<file path="config.mk">
export PLATFORM = sky130hd
export DESIGN_NAME = moving_average_fifo_filter_flat
export DESIGN_NICKNAME = d
export VERILOG_FILES = /design/src/rtl/moving_average_fifo_filter_pkg.sv /design/src/rtl/moving_average_fifo_filter_if.sv /design/src/rtl/moving_average_fifo_filter_ring_buffer.sv /design/src/rtl/moving_average_fifo_filter.sv /design/src/flat_wrapper.sv
export SDC_FILE = /design/constraint.sdc
export NUM_CORES = 1
export LEC_CHECK = 0
export ABC_AREA = 1
export CAP_MARGIN = 20
export CORE_MARGIN = 2
export CORE_UTILIZATION = 35
export CTS_CLUSTER_DIAMETER = 50
export CTS_CLUSTER_SIZE = 28
export DETAILED_ROUTE_END_ITERATION = 8
export GPL_TIMING_DRIVEN = 0
export PLACE_DENSITY_LB_ADDON = 0.1
export SYNTH_ARGS = -nofsm -noshare
export SYNTH_HDL_FRONTEND = slang
export SYNTH_HIERARCHICAL = 1
export SYNTH_SLANG_ARGS = --single-unit
</file>
<file path="constraint.sdc">
create_clock -name clk -period 4.4 [get_ports clk]
set_clock_uncertainty 0.2 [all_clocks]
set_input_delay 0.44 -clock clk [delete_from_list [all_inputs] [get_ports clk]]
set_output_delay 0.44 -clock clk [all_outputs]
set_load 0.02 [all_outputs]
</file>
<file path="src/rtl/moving_average_fifo_filter_pkg.sv">
// Shared helpers for the moving-average filter: accumulator sizing.
package filter_pkg;

  // A sum of 2**log2_depth samples of data_w bits needs log2_depth extra bits.
  function automatic int avg_sum_width(input int data_w, input int log2_depth);
    return data_w + log2_depth;
  endfunction

endpackage

</file>
<file path="src/rtl/moving_average_fifo_filter_if.sv">
// Sample/result bundle between a producer and the moving-average filter.
interface moving_average_fifo_filter_if #(
  parameter int DATA_W     = 24,
  parameter int LOG2_DEPTH = 3
);
  logic                     en;
  logic                     clear;
  logic signed [DATA_W-1:0] data_in;
  logic signed [DATA_W-1:0] data_out;
  logic                     out_valid;
  logic                     filled;
  logic [LOG2_DEPTH:0]      count;

  modport master (
    output en, clear, data_in,
    input  data_out, out_valid, filled, count
  );

  modport slave (
    input  en, clear, data_in,
    output data_out, out_valid, filled, count
  );
endinterface

</file>
<file path="src/rtl/moving_average_fifo_filter_ring_buffer.sv">
// Circular sample store for the averaging window; owns write pointer, fill count and fill flag.
module sample_ring_buffer #(
  parameter int DATA_W     = 24,
  parameter int LOG2_DEPTH = 3
) (
  input  logic                     clk,
  input  logic                     reset,
  input  logic                     clear,
  input  logic                     wr_en,
  input  logic signed [DATA_W-1:0] wr_data,
  output logic signed [DATA_W-1:0] oldest,
  output logic [LOG2_DEPTH-1:0]    wp,
  output logic [LOG2_DEPTH:0]      count,
  output logic                     filled
);
  localparam int                  DEPTH   = 2**LOG2_DEPTH;
  localparam logic [LOG2_DEPTH:0] DEPTH_C = (LOG2_DEPTH+1)'(DEPTH);

  logic signed [DATA_W-1:0] mem_q [DEPTH];
  logic [LOG2_DEPTH-1:0]    wp_q, wp_d;
  logic [LOG2_DEPTH:0]      count_q, count_d;
  logic                     filled_q, filled_d;

  // Once full, the slot about to be overwritten holds the sample leaving the window.
  // Before that the slot may be stale or never written, so it must read as zero.
  assign oldest = filled_q ? mem_q[wp_q] : '0;

  always_comb begin
    wp_d     = wp_q;
    count_d  = count_q;
    filled_d = filled_q;
    if (clear) begin
      wp_d     = '0;
      count_d  = '0;
      filled_d = 1'b0;
    end else if (wr_en) begin
      wp_d     = wp_q + LOG2_DEPTH'(1);
      count_d  = (count_q == DEPTH_C) ? DEPTH_C : count_q + (LOG2_DEPTH+1)'(1);
      filled_d = filled_q | (count_q + (LOG2_DEPTH+1)'(1) == DEPTH_C);
    end
  end

  always_ff @(posedge clk) begin
    if (reset) begin
      wp_q     <= '0;
      count_q  <= '0;
      filled_q <= 1'b0;
    end else begin
      wp_q     <= wp_d;
      count_q  <= count_d;
      filled_q <= filled_d;
    end
  end

  always_ff @(posedge clk) begin
    if (!reset && !clear && wr_en) begin
      mem_q[wp_q] <= wr_data;
    end
  end

  assign wp     = wp_q;
  assign count  = count_q;
  assign filled = filled_q;
endmodule

</file>
<file path="src/rtl/moving_average_fifo_filter.sv">
// N-point moving-average filter: running window sum, floor-divide by shift, registered result.
module moving_average_fifo_filter
  import filter_pkg::*;
#(
  parameter int DATA_W     = 24,
  parameter int LOG2_DEPTH = 3,
  parameter int ZERO_FILL  = 0
) (
  input  logic                         clk,
  input  logic                         reset,
  moving_average_fifo_filter_if.slave  bus
);
  localparam int SUM_W = avg_sum_width(DATA_W, LOG2_DEPTH);
  localparam int DEPTH = 2**LOG2_DEPTH;

  logic signed [DATA_W-1:0] din_p0;
  logic signed [DATA_W-1:0] oldest_p0;
  logic signed [SUM_W-1:0]  din_ext_p0, old_ext_p0, next_sum_p0;
  logic [LOG2_DEPTH-1:0]    ring_wp_unused;
  logic [LOG2_DEPTH:0]      count_p0;
  logic [LOG2_DEPTH+1:0]    count_inc_p0;
  logic                     filled_p0;
  logic                     reach_full_p0;

  logic signed [SUM_W-1:0]  sum_q, sum_d;
  logic signed [DATA_W-1:0] data_p1_q, data_p1_d;
  logic                     vld_p1_q, vld_p1_d;

  function automatic logic signed [DATA_W-1:0] avg_floor(input logic signed [SUM_W-1:0] s);
    logic signed [SUM_W-1:0] sh;
    sh = s >>> LOG2_DEPTH;
    return sh[DATA_W-1:0];
  endfunction

  sample_ring_buffer #(
    .DATA_W     (DATA_W),
    .LOG2_DEPTH (LOG2_DEPTH)
  ) u_ring (
    .clk     (clk),
    .reset   (reset),
    .clear   (bus.clear),
    .wr_en   (bus.en),
    .wr_data (din_p0),
    .oldest  (oldest_p0),
    .wp      (ring_wp_unused),
    .count   (count_p0),
    .filled  (filled_p0)
  );

  // Stage p0: combine the incoming sample with the one leaving the window.
  assign din_p0        = bus.data_in;
  assign din_ext_p0    = {{LOG2_DEPTH{din_p0[DATA_W-1]}}, din_p0};
  assign old_ext_p0    = {{LOG2_DEPTH{oldest_p0[DATA_W-1]}}, oldest_p0};
  assign next_sum_p0   = sum_q + din_ext_p0 - old_ext_p0;
  assign count_inc_p0  = {1'b0, count_p0} + (LOG2_DEPTH+2)'(1);
  assign reach_full_p0 = count_inc_p0 >= (LOG2_DEPTH+2)'(DEPTH);

  always_comb begin
    sum_d     = sum_q;
    data_p1_d = data_p1_q;
    vld_p1_d  = 1'b0;
    if (bus.clear) begin
      sum_d = '0;
    end else if (bus.en) begin
      sum_d     = next_sum_p0;
      data_p1_d = avg_floor(next_sum_p0);
      vld_p1_d  = (ZERO_FILL != 0) || reach_full_p0;
    end
  end

  // Stage p1: registered average and its valid pulse.
  always_ff @(posedge clk) begin
    if (reset) begin
      sum_q     <= '0;
      data_p1_q <= '0;
      vld_p1_q  <= 1'b0;
    end else begin
      sum_q     <= sum_d;
      data_p1_q <= data_p1_d;
      vld_p1_q  <= vld_p1_d;
    end
  end

  assign bus.data_out  = data_p1_q;
  assign bus.out_valid = vld_p1_q;
  assign bus.count     = count_p0;
  assign bus.filled    = filled_p0;
endmodule

</file>
<file path="src/flat_wrapper.sv">
// flat-port wrapper written by rule: the top's interface ports become plain ports
module moving_average_fifo_filter_flat import filter_pkg::*;
#(
  parameter int DATA_W     = 24,
  parameter int LOG2_DEPTH = 3,
  parameter int ZERO_FILL  = 0
)
  (clk, reset, bus_en, bus_clear, bus_data_in, bus_data_out, bus_out_valid, bus_filled, bus_count);
  moving_average_fifo_filter_if #(.DATA_W(DATA_W), .LOG2_DEPTH(LOG2_DEPTH)) bus_i ();
  input  logic clk;
  input  logic reset;
  input wire logic [$bits(bus_i.en)-1:0] bus_en;
  input wire logic [$bits(bus_i.clear)-1:0] bus_clear;
  input wire logic [$bits(bus_i.data_in)-1:0] bus_data_in;
  output wire logic [$bits(bus_i.data_out)-1:0] bus_data_out;
  output wire logic [$bits(bus_i.out_valid)-1:0] bus_out_valid;
  output wire logic [$bits(bus_i.filled)-1:0] bus_filled;
  output wire logic [$bits(bus_i.count)-1:0] bus_count;
  assign bus_i.en = bus_en;
  assign bus_i.clear = bus_clear;
  assign bus_i.data_in = bus_data_in;
  assign bus_data_out = bus_i.data_out;
  assign bus_out_valid = bus_i.out_valid;
  assign bus_filled = bus_i.filled;
  assign bus_count = bus_i.count;
  moving_average_fifo_filter #(.DATA_W(DATA_W), .LOG2_DEPTH(LOG2_DEPTH), .ZERO_FILL(ZERO_FILL)) u_core (.clk(clk), .reset(reset), .bus(bus_i));
endmodule
</file>
==> run summary <==
Netlist Area Pre-Place -> 0.0137 sq mm
Vias per Instance -> 4.45
total grt overflow -> 0
Async SR Flop Fraction -> 0%
outcome -> complete, no violations
Detail Placement HPWL -> 27900 um
r2r worst-path depth -> 18
top post-synthesis cells by area -> edfxtp_1, nand2_1, inv_1
most used cell, CP -> nand2_1
r2r endpoint -> u_core/sum_q[16]
PortBufs -> 57
largest area contributor in the netlist -> edfxtp_1
vias in the first global route -> 10.4k
crit path DAT -> 4390 ps
Max stage delay on crit path -> 500 ps
Setup Fix Bufs, Post-CTS -> 0
DR DRC count -> 0
FMAX -> 243 MHz
P_leak -> 7.90 nW
Peak VDD IR -> 0.266 mV
CP cell instances -> buf_2, buf_2, nand3_1, nand3_1, nand2_1, nor2_1, fa_1, inv_1, ha_1, nand2_1, nor2_1, nand3_1, nand2_1, nand2_1, nand2_1, xor2_1, o21ai_0, inv_1
CTS Buffer Depth -> 3
row count -> 72
period utilization -> 93.7%
crit path launch type -> flip-flop
Final Max Tran Viols -> 0
Post-Syn Instances -> 1708
worst-path maximum fanout -> 10
Die Area -> 0.0408 sq mm
DRT Wirelength -> 38300 um
area of the core -> 0.0386 sq mm
RSZ-0062 raised after global routing -> false
# diodes -> 0
worst hold slack -> 272 ps
placed cell area -> 0.0151 sq mm
crit end category -> flip-flop
Crit Path Category -> flip-flop to flip-flop
hold path cells -> 2
WP buf/inv -> 4
Clk pin slew, worst setup/hold paths -> 60 ps
gr usage total -> 19.4%
drt first pass iters -> 5
H-tree levels -> 2
Setup Viol. Count Final -> 0
CTS tree -> done
CP Data Required Time -> 4670 ps
DR WL/cell -> 16.3 um
Hold Vio Cnt, Final -> 0
Nets -> 1892
Post-synth EDFFs -> 192
CP delay by family, top -> simple AND/OR/NAND/NOR gates
max cap viols -> 0
Vias -> 10.5k
CTS Buf Count -> 35
1st-iter DRT viols -> 534
Slew @ Worst Pin -> 908 ps
Min Clock Period, post-route -> 4120 ps
Initial Utilization -> 35.5%
Die W -> 202 um
synth cell count leaders -> nand2_1, inv_1, edfxtp_1
pin count of the biggest net entering global routing -> 25
FF+latch count, synth -> 255
Min-Delay Endpoint -> u_core/sum_q[0]
Seq/Total Area, Yosys -> 51.2%
syn avg cell area -> 8.04 sq um
Pwr Total -> 6.55 mW
antenna violations before repair -> 0
slowest CP cell -> fa_1
min-delay worst type -> flip-flop to flip-flop
worst reg2reg setup slack -> 280 ps
die height -> 202 um
layout cells sized above 1 -> 6.16%
post-route cell area -> 0.0163 sq mm
min-delay src -> u_core/sum_q[0]
area delta synth->final -> 18.9%
pwr dens -> 401 mW/mm^2
fillcell total -> 3938
worst skew pair latency -> 550 ps
routability congestion estimate from global placement -> 0.879
clk root buf -> clkbuf_16
Top FF cell, synth -> edfxtp_1
clk sinks -> 255
Final ANT Viol Nets -> 0
Unique masters post-synth -> 28
io pins -> 58
Relative slew margins -> 39.3%
count leader, synth -> nand2_1
synth warn -> 6
syn nets -> 1793
global-route wire length before repair -> 59400 um
Yosys top cell area share -> 42.0%
## cells by family (layout without fill, tap and decap cells)
group / count (synthesis) / count (layout) / share of synthesized area [%]
buffers and inverters: 498 / 623 / 14.2
xor gates and xnor gates: 14 / 14 / 0.893
and+or+nand+nor: 805 / 805 / 24.0
DFF: 255 / 255 / 51.2
adders and majority gates: 57 / 57 / 6.62
AOI/OAI and AO/OA: 79 / 79 / 3.10
## state kept, by name, summed over array words and instances (netlist names), named ones only
signal,count
u_core/sum_q,27
u_core/bus.out_valid,1
u_core/u_ring/wp,3
u_core/u_ring/mem_q,192
u_core/bus.data_out,24
u_core/u_ring/filled,1
u_core/u_ring/count,4
## worst reg2reg max path, stage by stage (launching register included)
cell	delay (ps)
dfxtp_1	470
buf_2	310
buf_2	340
nand3_1	120
nand3_1	100
nand2_1	60
nor2_1	300
fa_1	500
inv_1	80
ha_1	220
nand2_1	120
nor2_1	230
nand3_1	120
nand2_1	200
nand2_1	80
nand2_1	70
xor2_1	350
o21ai_0	130
inv_1	70
## area by class of cell
| class | count | area (sq um) | share of cell area (%) |
|---|---|---|---|
| clock buffers | 42 | 945 | 5.79 |
| well taps | 518 | 648 | 3.97 |
| flip-flops and latches | 255 | 7030 | 43.1 |
| clock inverters | 21 | 234 | 1.43 |
| inverters | 445 | 1670 | 10.2 |
| repair buffers | 62 | 693 | 4.25 |
| multi-input cells | 955 | 4810 | 29.5 |
| plain buffers | 53 | 284 | 1.74 |
## worst max path at each step
stage | end | cells after the start | slack, ps
after CTS | u_core/sum_q[16] | 16 | 170
after detailed placement | u_core/sum_q[16] | 19 | 230
final | u_core/sum_q[16] | 18 | 280
after global routing | u_core/sum_q[16] | 19 | 9
after global placement | u_core/u_ring/mem_q[5][16] | 5 | -210
after floorplan | u_core/sum_q[12] | 21 | 1260
## layer usage
metal  part of all wire [%]  track usage (%)  vias to the layer above  wire length (um)
li1                       -                -                     5400                 -
met1                     46             25.1                     4821             17800
met2                     47             33.1                      179             18100
met3                    3.6             2.61                       63              1370
met4                    2.9             7.06                        0              1110
met5                      0                0                        -                 0
## repair_timing
action                                  in CTS  in global routing
endpoints found under the setup margin       0                  5
resized for setup                            0                  7
hold buffers                                 0                  0
## cell usage in the layout (no fill, tap or decap), types with 3 or more instances in the layout
master,count
a21o_1,3
o21ai_0,19
inv_1,443
clkbuf_1,18
nand3_1,178
clkinv_1,3
clkinvlp_4,3
buf_2,27
a21oi_1,48
inv_6,6
bufinv_16,3
o211ai_1,3
ha_1,31
nor2_1,110
xnor2_1,3
nor2_2,4
nand4_1,8
clkbuf_16,37
xor2_1,11
edfxtp_1,192
buf_1,4
fa_1,26
buf_16,3
nor2_4,8
o21bai_1,4
nand2_1,491
buf_6,6
clkdlybuf4s50_1,57
dfxtp_1,63
## where the power goes
group	total [mW]	switching (mW)	internal [mW]
Clock	2.89	1.14	1.74
Sequential	2.65	0.0200	2.63
Combinational	1.01	0.675	0.336
Total	6.55	1.84	4.71
## through the flow
step | util, % | TNS, ps | std cells | setup WS [ps]
floorplan | - | 0 | 1708 | 1260
global placement | 38.7 | -26280 | 2283 | -207
detailed placement | 39.1 | 0 | 2288 | 228
CTS | 42.2 | 0 | 2351 | 171
global route | 42.2 | 0 | 2351 | 9.11
finish | 42.2 | 0 | 2351 | 278
(Power assumes the default switching activity.)
